==> src/rtl/clock_pkg.sv <==
// Shared types and helpers for the HH:MM:SS run/set controller.
package clock_pkg;

    typedef enum logic [2:0] {
        ST_RUN,
        ST_SET_H,
        ST_SET_M,
        ST_SET_S,
        ST_COMMIT
    } state_e;

    localparam logic [1:0] FS_NONE = 2'd0;
    localparam logic [1:0] FS_HOUR = 2'd1;
    localparam logic [1:0] FS_MIN  = 2'd2;
    localparam logic [1:0] FS_SEC  = 2'd3;

    localparam logic [5:0] SEC_MAX = 6'd59;
    localparam logic [5:0] MIN_MAX = 6'd59;

    // Add 0..2 to a field and wrap at vmax; one subtraction suffices for amt <= vmax+1.
    function automatic logic [5:0] inc_wrap(input logic [5:0] v, input logic [1:0] amt,
                                            input logic [5:0] vmax);
        logic [6:0] s;
        s = {1'b0, v} + {5'b0, amt};
        if (s > {1'b0, vmax}) s = s - ({1'b0, vmax} + 7'd1);
        return s[5:0];
    endfunction

    // Keypad shift-in: keep the old units digit as tens if the result is in range,
    // otherwise restart the field with the new digit alone.
    function automatic logic [5:0] digit_shift(input logic [5:0] f, input logic [3:0] d,
                                               input logic [5:0] fmax);
        logic [6:0] lo;
        logic [6:0] cand;
        lo   = 7'(f % 6'd10);
        cand = lo * 7'd10 + {3'b0, d};
        return (cand <= {1'b0, fmax}) ? cand[5:0] : {2'b0, d};
    endfunction

    function automatic logic [1:0] field_of(input state_e s);
        case (s)
            ST_SET_H: return FS_HOUR;
            ST_SET_M: return FS_MIN;
            ST_SET_S: return FS_SEC;
            default:  return FS_NONE;
        endcase
    endfunction

endpackage

==> src/rtl/tick_prescaler.sv <==
// Free-running modulo-DIV counter producing a one-cycle strobe on its last count.
// A synchronous clear restarts the count and suppresses the strobe in that cycle.
module tick_prescaler #(
    parameter int DIV = 4
) (
    input  logic clk,
    input  logic rst,
    input  logic clr_i,
    output logic strobe_o
);

    localparam int W = (DIV > 1) ? $clog2(DIV) : 1;
    localparam logic [W-1:0] LAST = W'(DIV - 1);

    logic [W-1:0] cnt_q, cnt_d;

    // Next count: clear, wrap on the last count, else increment.
    always_comb begin
        cnt_d = cnt_q + W'(1);
        if (clr_i)              cnt_d = '0;
        else if (cnt_q == LAST) cnt_d = '0;
    end

    // Counter register.
    always_ff @(posedge clk or negedge rst) begin
        if (!rst) cnt_q <= '0;
        else      cnt_q <= cnt_d;
    end

    assign strobe_o = (cnt_q == LAST) && !clr_i;

endmodule

==> src/rtl/clock_time_setter.sv <==
// Run/set controller for the HH:MM:SS clock: live time counting, shadow-copy
// field editing from keypad digits, abort/commit, and fast h/min bumps in RUN.
// Optional hourly chime is built only when CLOCK_CHIME_EN is defined.
module clock_time_setter
    import clock_pkg::*;
#(
    parameter int TICK_DIV  = 100_000_000,
    parameter int BLINK_DIV = 25_000_000,
    parameter int HOUR_MAX  = 23
) (
    input  logic       clk,
    input  logic       rst,
    input  logic       change,
    input  logic       next,
    input  logic       h,
    input  logic       min,
    input  logic       key_valid,
    input  logic [3:0] key_digit,
    output logic [5:0] hour,
    output logic [5:0] minute,
    output logic [5:0] second,
    output logic [1:0] field_sel,
    output logic       blink,
    output logic       chime
);

    localparam logic [5:0] HMAX = 6'(HOUR_MAX);

    state_e     state_q, state_d;
    logic [5:0] hr_q, hr_d, mn_q, mn_d, sc_q, sc_d;
    logic [5:0] sh_hr_q, sh_hr_d, sh_mn_q, sh_mn_d, sh_sc_q, sh_sc_d;
    logic       blink_st_q, blink_st_d;
    logic [5:0] hour_q, minute_q, second_q;
    logic [1:0] field_sel_q;
    logic       blink_q;

    logic tick, blink_tick;
    logic in_run, in_set, commit, set_entry;
    logic roll_s, roll_m, key_ok;

    assign in_run    = (state_q == ST_RUN);
    assign in_set    = (state_q == ST_SET_H) || (state_q == ST_SET_M) || (state_q == ST_SET_S);
    assign commit    = (state_q == ST_COMMIT);
    assign set_entry = in_run && change;
    assign key_ok    = key_valid && (key_digit <= 4'd9);
    assign roll_s    = tick && (sc_q == SEC_MAX);
    assign roll_m    = roll_s && (mn_q == MIN_MAX);

    // Second tick restarts on commit so the committed time gets a full second.
    tick_prescaler #(.DIV(TICK_DIV)) u_sec_div (
        .clk      (clk),
        .rst      (rst),
        .clr_i    (commit),
        .strobe_o (tick)
    );

    // Blink phase restarts on every set entry.
    tick_prescaler #(.DIV(BLINK_DIV)) u_blink_div (
        .clk      (clk),
        .rst      (rst),
        .clr_i    (set_entry),
        .strobe_o (blink_tick)
    );

    // FSM next state; change always wins over next.
    always_comb begin
        state_d = state_q;
        case (state_q)
            ST_RUN:    if (change) state_d = ST_SET_H;
            ST_SET_H:  if (change) state_d = ST_RUN; else if (next) state_d = ST_SET_M;
            ST_SET_M:  if (change) state_d = ST_RUN; else if (next) state_d = ST_SET_S;
            ST_SET_S:  if (change) state_d = ST_RUN; else if (next) state_d = ST_COMMIT;
            ST_COMMIT: state_d = ST_RUN;
            default:   state_d = ST_RUN;
        endcase
    end

    // Live time: commit load, else tick carries plus RUN-only per-field bumps.
    always_comb begin
        hr_d = hr_q;
        mn_d = mn_q;
        sc_d = sc_q;
        if (commit) begin
            hr_d = sh_hr_q;
            mn_d = sh_mn_q;
            sc_d = sh_sc_q;
        end else begin
            if (tick) sc_d = roll_s ? 6'd0 : sc_q + 6'd1;
            mn_d = inc_wrap(mn_q, {1'b0, roll_s} + {1'b0, in_run && min}, MIN_MAX);
            hr_d = inc_wrap(hr_q, {1'b0, roll_m} + {1'b0, in_run && h}, HMAX);
        end
    end

    // Shadow time: snapshot on set entry, digit shift-in on the edited field.
    always_comb begin
        sh_hr_d = sh_hr_q;
        sh_mn_d = sh_mn_q;
        sh_sc_d = sh_sc_q;
        if (set_entry) begin
            sh_hr_d = hr_q;
            sh_mn_d = mn_q;
            sh_sc_d = sc_q;
        end else if (in_set && key_ok) begin
            case (state_q)
                ST_SET_H: sh_hr_d = digit_shift(sh_hr_q, key_digit, HMAX);
                ST_SET_M: sh_mn_d = digit_shift(sh_mn_q, key_digit, MIN_MAX);
                ST_SET_S: sh_sc_d = digit_shift(sh_sc_q, key_digit, SEC_MAX);
                default:  ;
            endcase
        end
    end

    // Blink phase: starts high on entry, toggles while staying in a SET state, low otherwise.
    always_comb begin
        blink_st_d = 1'b0;
        if (set_entry)
            blink_st_d = 1'b1;
        else if (in_set && (state_d != ST_RUN) && (state_d != ST_COMMIT))
            blink_st_d = blink_st_q ^ blink_tick;
    end

    // Core state registers.
    always_ff @(posedge clk or negedge rst) begin
        if (!rst) begin
            state_q    <= ST_RUN;
            hr_q       <= '0;
            mn_q       <= '0;
            sc_q       <= '0;
            sh_hr_q    <= '0;
            sh_mn_q    <= '0;
            sh_sc_q    <= '0;
            blink_st_q <= 1'b0;
        end else begin
            state_q    <= state_d;
            hr_q       <= hr_d;
            mn_q       <= mn_d;
            sc_q       <= sc_d;
            sh_hr_q    <= sh_hr_d;
            sh_mn_q    <= sh_mn_d;
            sh_sc_q    <= sh_sc_d;
            blink_st_q <= blink_st_d;
        end
    end

    // Registered display view: live time in RUN, shadow while editing or committing.
    always_ff @(posedge clk or negedge rst) begin
        if (!rst) begin
            hour_q      <= '0;
            minute_q    <= '0;
            second_q    <= '0;
            field_sel_q <= FS_NONE;
            blink_q     <= 1'b0;
        end else begin
            if (in_run) begin
                hour_q   <= hr_q;
                minute_q <= mn_q;
                second_q <= sc_q;
            end else begin
                hour_q   <= sh_hr_q;
                minute_q <= sh_mn_q;
                second_q <= sh_sc_q;
            end
            field_sel_q <= field_of(state_q);
            blink_q     <= blink_st_q;
        end
    end

`ifdef CLOCK_CHIME_EN
    logic chime_st_q, chime_st_d, chime_q;

    // Chime holds for one second after the live rollover to mm:ss = 00:00.
    always_comb begin
        chime_st_d = chime_st_q;
        if (tick) chime_st_d = roll_m;
    end

    // Chime state plus output stage aligned with the time display.
    always_ff @(posedge clk or negedge rst) begin
        if (!rst) begin
            chime_st_q <= 1'b0;
            chime_q    <= 1'b0;
        end else begin
            chime_st_q <= chime_st_d;
            chime_q    <= chime_st_q;
        end
    end

    assign chime = chime_q;
`else
    assign chime = 1'b0;
`endif

    assign hour      = hour_q;
    assign minute    = minute_q;
    assign second    = second_q;
    assign field_sel = field_sel_q;
    assign blink     = blink_q;

endmodule

==> config.mk <==
export PLATFORM = sky130hd
export DESIGN_NAME = clock_time_setter
export DESIGN_NICKNAME = d
export VERILOG_FILES = /design/src/rtl/clock_pkg.sv /design/src/rtl/tick_prescaler.sv /design/src/rtl/clock_time_setter.sv
export SDC_FILE = /design/constraint.sdc
export NUM_CORES = 1
export LEC_CHECK = 0
export BUFFER_PORTS_ARGS = -buffer_cell sky130_fd_sc_hd__buf_4
export CAP_MARGIN = 20
export CORE_MARGIN = 1
export CORE_UTILIZATION = 60
export DETAILED_ROUTE_END_ITERATION = 8
export PLACE_DENSITY_LB_ADDON = 0.2
export SETUP_SLACK_MARGIN = 0.3
export SYNTH_ARGS = -nofsm -noshare
export SYNTH_HDL_FRONTEND = slang
export SYNTH_SLANG_ARGS = --single-unit
export TNS_END_PERCENT = 5
==> constraint.sdc <==
create_clock -name clk -period 6.9 [get_ports clk]
set_clock_uncertainty 0.15 [all_clocks]
set_input_delay 0.69 -clock clk [delete_from_list [all_inputs] [get_ports clk]]
set_output_delay 0.69 -clock clk [all_outputs]
set_load 0.1 [all_outputs]
# --- After elaboration in Yosys (flattened, before gate mapping) ---
# Index checks and enable logic that the tools add are counted.
word_totals:
  input_bits: 11
  mem_bits_rw: 0
  reg_bits: 113
  memories: 0
  romBits: 0
  latchBits: 0
op_classes:
  shifts: 0
  n_bitwise: 1
  multipliers: 3
  addsub: 12
  n_lt_le_gt_ge: 6
  eq_ne: 9
  reduce_logical: 25
  mux: 37
  div_mod_pow: 3
op_table:
  columns: ["op", "n"]
  rows:
  - ["two-way mux 6 bit", 22]
  - ["two-way mux 27 bit", 2]
  - ["two-way mux 25 bit", 2]
  - ["adder 27 x 1 -> 27 bit (second input constant)", 1]
  - ["equality test 27 bit (second input constant)", 1]
  - ["adder 25 x 1 -> 25 bit (second input constant)", 1]
  - ["equality test 25 bit (second input constant)", 1]
  - ["adder 7 x 4 -> 7 bit", 3]
  - ["remainder unit 6 x 4 -> 7 bit (second input constant)", 3]
  - ["multiplier 7 x 3 -> 6 bit (second input constant)", 3]
  - ["two-way mux 3 bit", 7]
  - ["adder 6 x 2 -> 7 bit", 2]
  - ["less-or-equal comparator 7 x 6 -> 1 bit (second input constant)", 2]
  - ["equality test 6 bit (second input constant)", 2]
  - ["case mux 3 bit (4 select lines)", 1]
  - ["logical AND 1 bit", 11]
  - ["nonzero test 2 bit", 5]
  - ["greater-than comparator 7 x 5 -> 1 bit (second input constant)", 1]
  - ["greater-than comparator 7 x 6 -> 1 bit (second input constant)", 1]
  - ["less-or-equal comparator 7 x 5 -> 1 bit (second input constant)", 1]
  - ["adder 6 x 1 -> 6 bit (second input constant)", 1]
  - ["equality test 3 x 2 -> 1 bit (second input constant)", 2]
  - ["case mux 2 bit (3 select lines)", 1]
  - ["AND reduction 2 bit", 3]
  - ["other kinds (13)", 17]

# --- Logic depth before layout (Yosys ltp) ---
depth:
  ltp_word: 10
  depth_mapped: 24
  mapped_depth_nobuf: 21

# --- By module ---
# From an unflattened synthesis, not the netlist that was laid out.
hier_totals:
  cells_unflattened: 895
  area_unflattened_um2: 8095.3
by_module_without_submodules:
  columns: ["module", "n_inst", "cells_each", "area_per_inst_um2"]
  rows:
  - ["clock_time_setter", 1, 600, 5198.7]
  - ["tick_prescaler at u_sec_div", 1, 155, 1524.0]
  - ["tick_prescaler at u_blink_div", 1, 140, 1372.6]

# --- Least setup slack after synthesis ---
# No wires, ideal clock.
synth_path:
  path_type: "reg-to-reg"
  startpoint: "register sh_mn_q[3]"
  endpoint: "register sh_mn_q[4]"
  path_stages_with_launch: 23
  path_buffers: 2
  slack_ps: 2006
  arrival_time_ps: 4657
  required_time_ps: 6663
  synth_period_minus_slack_ps: 4894
  path_cell_list: "dfrtp_1 > clkbuf_1 > nor2_1 > xnor2_1 > o21ai_0 > ha_1 > buf_6 > mux2_2 > a211oi_2 > a211oi_1 > a21oi_1 > xnor2_1 > ha_1 > ha_1 > inv_1 > fa_1 > nand2b_1 > a21oi_1 > xnor2_1 > xnor2_2 > xnor2_2 > or4_1 > a22oi_1"
synth_between:
  elab_chain_cells: 8
synth_lines:
  columns: ["element", "line", "source"]
  rows:
  - ["start, declared", "clock_time_setter.sv:31", "logic [5:0] sh_hr_q, sh_hr_d, sh_mn_q, sh_mn_d, sh_sc_q, sh_sc_d;"]
  - ["start signal, assigned", "clock_time_setter.sv:139", "sh_mn_q <= sh_mn_d;"]
  - ["remainder unit 6 x 4 -> 7 bit *", "clock_pkg.sv:35", "lo = 7'(f % 6'd10);"]
  - ["multiplier 7 x 3 -> 6 bit *", "clock_pkg.sv:36", "cand = lo * 7'd10 + {3'b0, d};"]
  - ["adder 7 x 4 -> 7 bit *", "clock_pkg.sv:36", null]
  - ["less-or-equal comparator 7 x 6 -> 1 bit", "clock_pkg.sv:37", "return (cand <= {1'b0, fmax}) ? cand[5:0] : {2'b0, d};"]
  - ["two-way mux 6 bit *", "clock_pkg.sv:37", null]
  - ["two-way mux 6 bit *", "clock_time_setter.sv:104", "case (state_q)"]
  - ["two-way mux 6 bit *", "clock_time_setter.sv:103", "end else if (in_set && key_ok) begin"]
  - ["two-way mux 6 bit *", "clock_time_setter.sv:99", "if (set_entry) begin"]
# Every way passes the cells marked *; elsewhere a longest branch is shown, timed or not. The select of a mux whose other input is x is not followed.
# A chain may end at the register's enable or synchronous reset.

# --- Worst setup path after layout ---
layout_path:
  startpoint: "register sh_mn_q[5]"
  endpoint: "register sh_mn_q[4]"
# Same word-level chain as after synthesis.

==> metrics.md <==
| Metric | Value |
|---|---|
| Detailed Routing Iterations Pass 1 | `7` |
| Final min period | `5.61 ns` |
| Post-Syn Instances | `856` |
| Required time of the critical path | `7.07 ns` |
| Antenna cell count | `0` |
| Status | `finished clean` |
| Period utilization | `81.3%` |
| Initial Util | `62.1%` |
| Min-delay worst type | `primary input to async pin` |
| Io pins | `33` |
| Postcts setup bufs | `0` |
| GR Util All Layers | `28.1%` |
| Yosys top cell area share | `37.6%` |
| Post-synth EDFFs | `0` |
| Post-synth net total | `913` |
| Post-synth top area cell | `dfrtp_1` |
| Worst Setup Start Kind | `flip-flop` |
| Top FF cell, synth | `dfrtp_1` |
| Slew Limit Headroom | `30.5%` |
| Simple-gate share of the synthesized area | `22.8%` |
| Cts hold-fix bufs | `0` |
| Biggest regs | `u_sec_div.cnt_q (27), u_blink_div.cnt_q (25)` |
| Sum Neg Setup Slack | `0 ns` |
| Max clock buf depth | `2` |
| Unrepaired setup endpoints after global routing | `false` |
| Die height | `114 um` |
| Max Cap Viol | `0` |
| Final HPWL DP | `11700 um` |
| DIE AREA | `13000 um2` |
| Core footprint | `12100 um2` |
| R2R cell count | `21` |
| Most numerous cell in the Yosys netlist | `dfrtp_1` |
| Mapped Area | `7520 um2` |
| Final Hold Violating Endpoints | `0` |
| Routability cong. | `0.834` |
| Ys async rst share | `100%` |
| Final ANT Viol Nets | `0` |
| CTS sink cnt | `113` |
| Synth cell count leaders | `dfrtp_1, nor2_1, nand2_1, o21ai_0, xor2_1` |
| Syn-to-layout area delta | `11.1%` |
| 1st-iter DRT viols | `488` |
| Synth Warn # | `0` |
| Post-synthesis compound-gate area fraction | `14.4%` |
| Avg Inst Size Synth | `8.78 um2` |
| Initial antenna violation count | `0` |
| Worst setup EP type | `flip-flop` |
| Vias in the first global route | `6100` |
| CP arrival | `5.78 ns` |
| Vias | `6195` |
| H-Tree Depth | `4` |
| I/O Buffers | `31` |
| Post_cts resized | `0` |
| Distinct cells, synth | `73` |
| Reg2reg start | `sh_mn_q[5]$_DFFE_PN0P_` |
| # setup viols final | `0` |
| Die Span X | `114 um` |
| Worst skew pair latency | `0.42 ns` |
| Top cells by area, synth | `dfrtp_1, ha_1, nor2_1` |
| Pin count of the biggest net entering global routing | `73` |
| Max Freq | `0.178 GHz` |
| Mux contribution to synthesized area | `1.73%` |
| Share of layout cells above drive strength 1 | `9.67%` |
| CTS tree | `built` |
| CP max FO | `17` |
| Sequential area share after synthesis | `37.6%` |
| CTS Root Cell | `clkbuf_16` |
| Total gr overflow | `0` |
| Nets | `924` |
| Register bit total from synthesis | `113` |
| Vias/cell | `5.92` |
| Worst-Margin Slew | `1.04 ns` |
| Row Count | `40` |
| Largest family of logic cells by synthesized area | `simple AND/OR/NAND/NOR gates` |
| DRC | `0` |
| Register name with the most flops | `u_sec_div.cnt_q` |
| Clk slew on worst S/H paths | `0.05 ns` |
| R2R setup slack | `1.29 ns` |
| First-pass GRT wire length | `28500 um` |
| XOR/XNOR share of the synthesized area | `10.0%` |
| Number of CTS-inserted buffers | `17` |
| Max FFs per register | `27` |
| Post-Synth Adder-Cell Area | `8.59%` |
| WL final | `16700 um` |
| Crit path kind | `flip-flop to flip-flop` |
| FF-to-FF End | `sh_mn_q[4]$_DFFE_PN0P_` |
| Max Slew Vio Count | `0` |
| Drt wl/cell | `15.9 um` |
logic make-up after synthesis:
family	Yosys count
compound gates	168
xor+xnor	82
fa+ha+maj	47
buf+inv	84
flops	113
mux	12
other cells	1
simple gates	349
placed cells by master (no fill, tap or decap), types with 11 or more instances in the layout:
cell	instances
nand3b_1	13
a21oi_1	40
buf_4	33
nor2_1	98
inv_1	41
xnor2_1	36
xor2_1	42
dfrtp_1	113
and2_1	11
nand4_1	14
o21ai_0	55
nand2_1	90
a31oi_1	11
nand3_1	37
nor3_1	15
ha_1	38
clkbuf_16	17
and3_1	14
routing by layer:
layer | part of all wire, % | GRT usage, % | up-vias
li1 | - | - | 3001
met4 | 2.4 | 12.0 | 0
met5 | 0 | 0 | -
met1 | 45 | 36.7 | 2986
met2 | 48 | 45.6 | 178
met3 | 5.1 | 5.63 | 30
critical path: stages, from the launching register on:
cell	delay [ns]
dfrtp_1	0.63
inv_2	0.13
nor2_1	0.14
xnor2_1	0.07
o21ai_0	0.34
ha_1	0.42
mux2_2	0.23
a211oi_2	0.04
a211oi_1	0.49
a21oi_1	0.19
xnor2_1	0.29
ha_1	0.29
ha_1	0.20
inv_1	0.07
fa_1	0.45
nand2b_1	0.17
a21oi_1	0.15
xnor2_1	0.18
xnor2_2	0.16
xnor2_2	0.14
or4_1	0.43
a22oi_1	0.15
worst max path at each step:
stage	endpoint	cells after the start	slack, ns	startpoint
after floorplan	sh_mn_q[4]$_DFFE_PN0P_	22	2.01	sh_mn_q[3]$_DFFE_PN0P_
after global placement	sh_mn_q[5]$_DFFE_PN0P_	21	1.67	sh_mn_q[5]$_DFFE_PN0P_
after detailed placement	sh_mn_q[3]$_DFFE_PN0P_	21	1.39	sh_mn_q[5]$_DFFE_PN0P_
after CTS	sh_mn_q[3]$_DFFE_PN0P_	21	1.35	sh_mn_q[5]$_DFFE_PN0P_
after global routing	sh_mn_q[4]$_DFFE_PN0P_	21	0.96	sh_mn_q[5]$_DFFE_PN0P_
final	sh_mn_q[4]$_DFFE_PN0P_	21	1.29	sh_mn_q[5]$_DFFE_PN0P_
area by class of cell:
class	count	area (um2)
clock buffer	27	523
clock inverter	4	47.5
fill	963	3760
inverter	43	161
multi-input combinational	659	4340
sequential	113	2830
tap	168	210
timing repair buffer	33	248
stage by stage:
stage	utilization [%]	std cells	instance area [um2]	setup slack (ns)	hold slack, ns
floorplan	-	856	7520	2.01	0.222
CTS	69.0	1047	8350	1.35	0.121
finish	69.0	1047	8350	1.29	0.108
detailed placement	64.3	1016	7780	1.39	0.236
global placement	64.3	1016	7780	1.67	0.230
global route	69.0	1047	8350	0.965	0.147
Power is left out: the tool's default activity adds up to more than one toggle a clock period on the data nets, which glitch-free logic cannot reach.
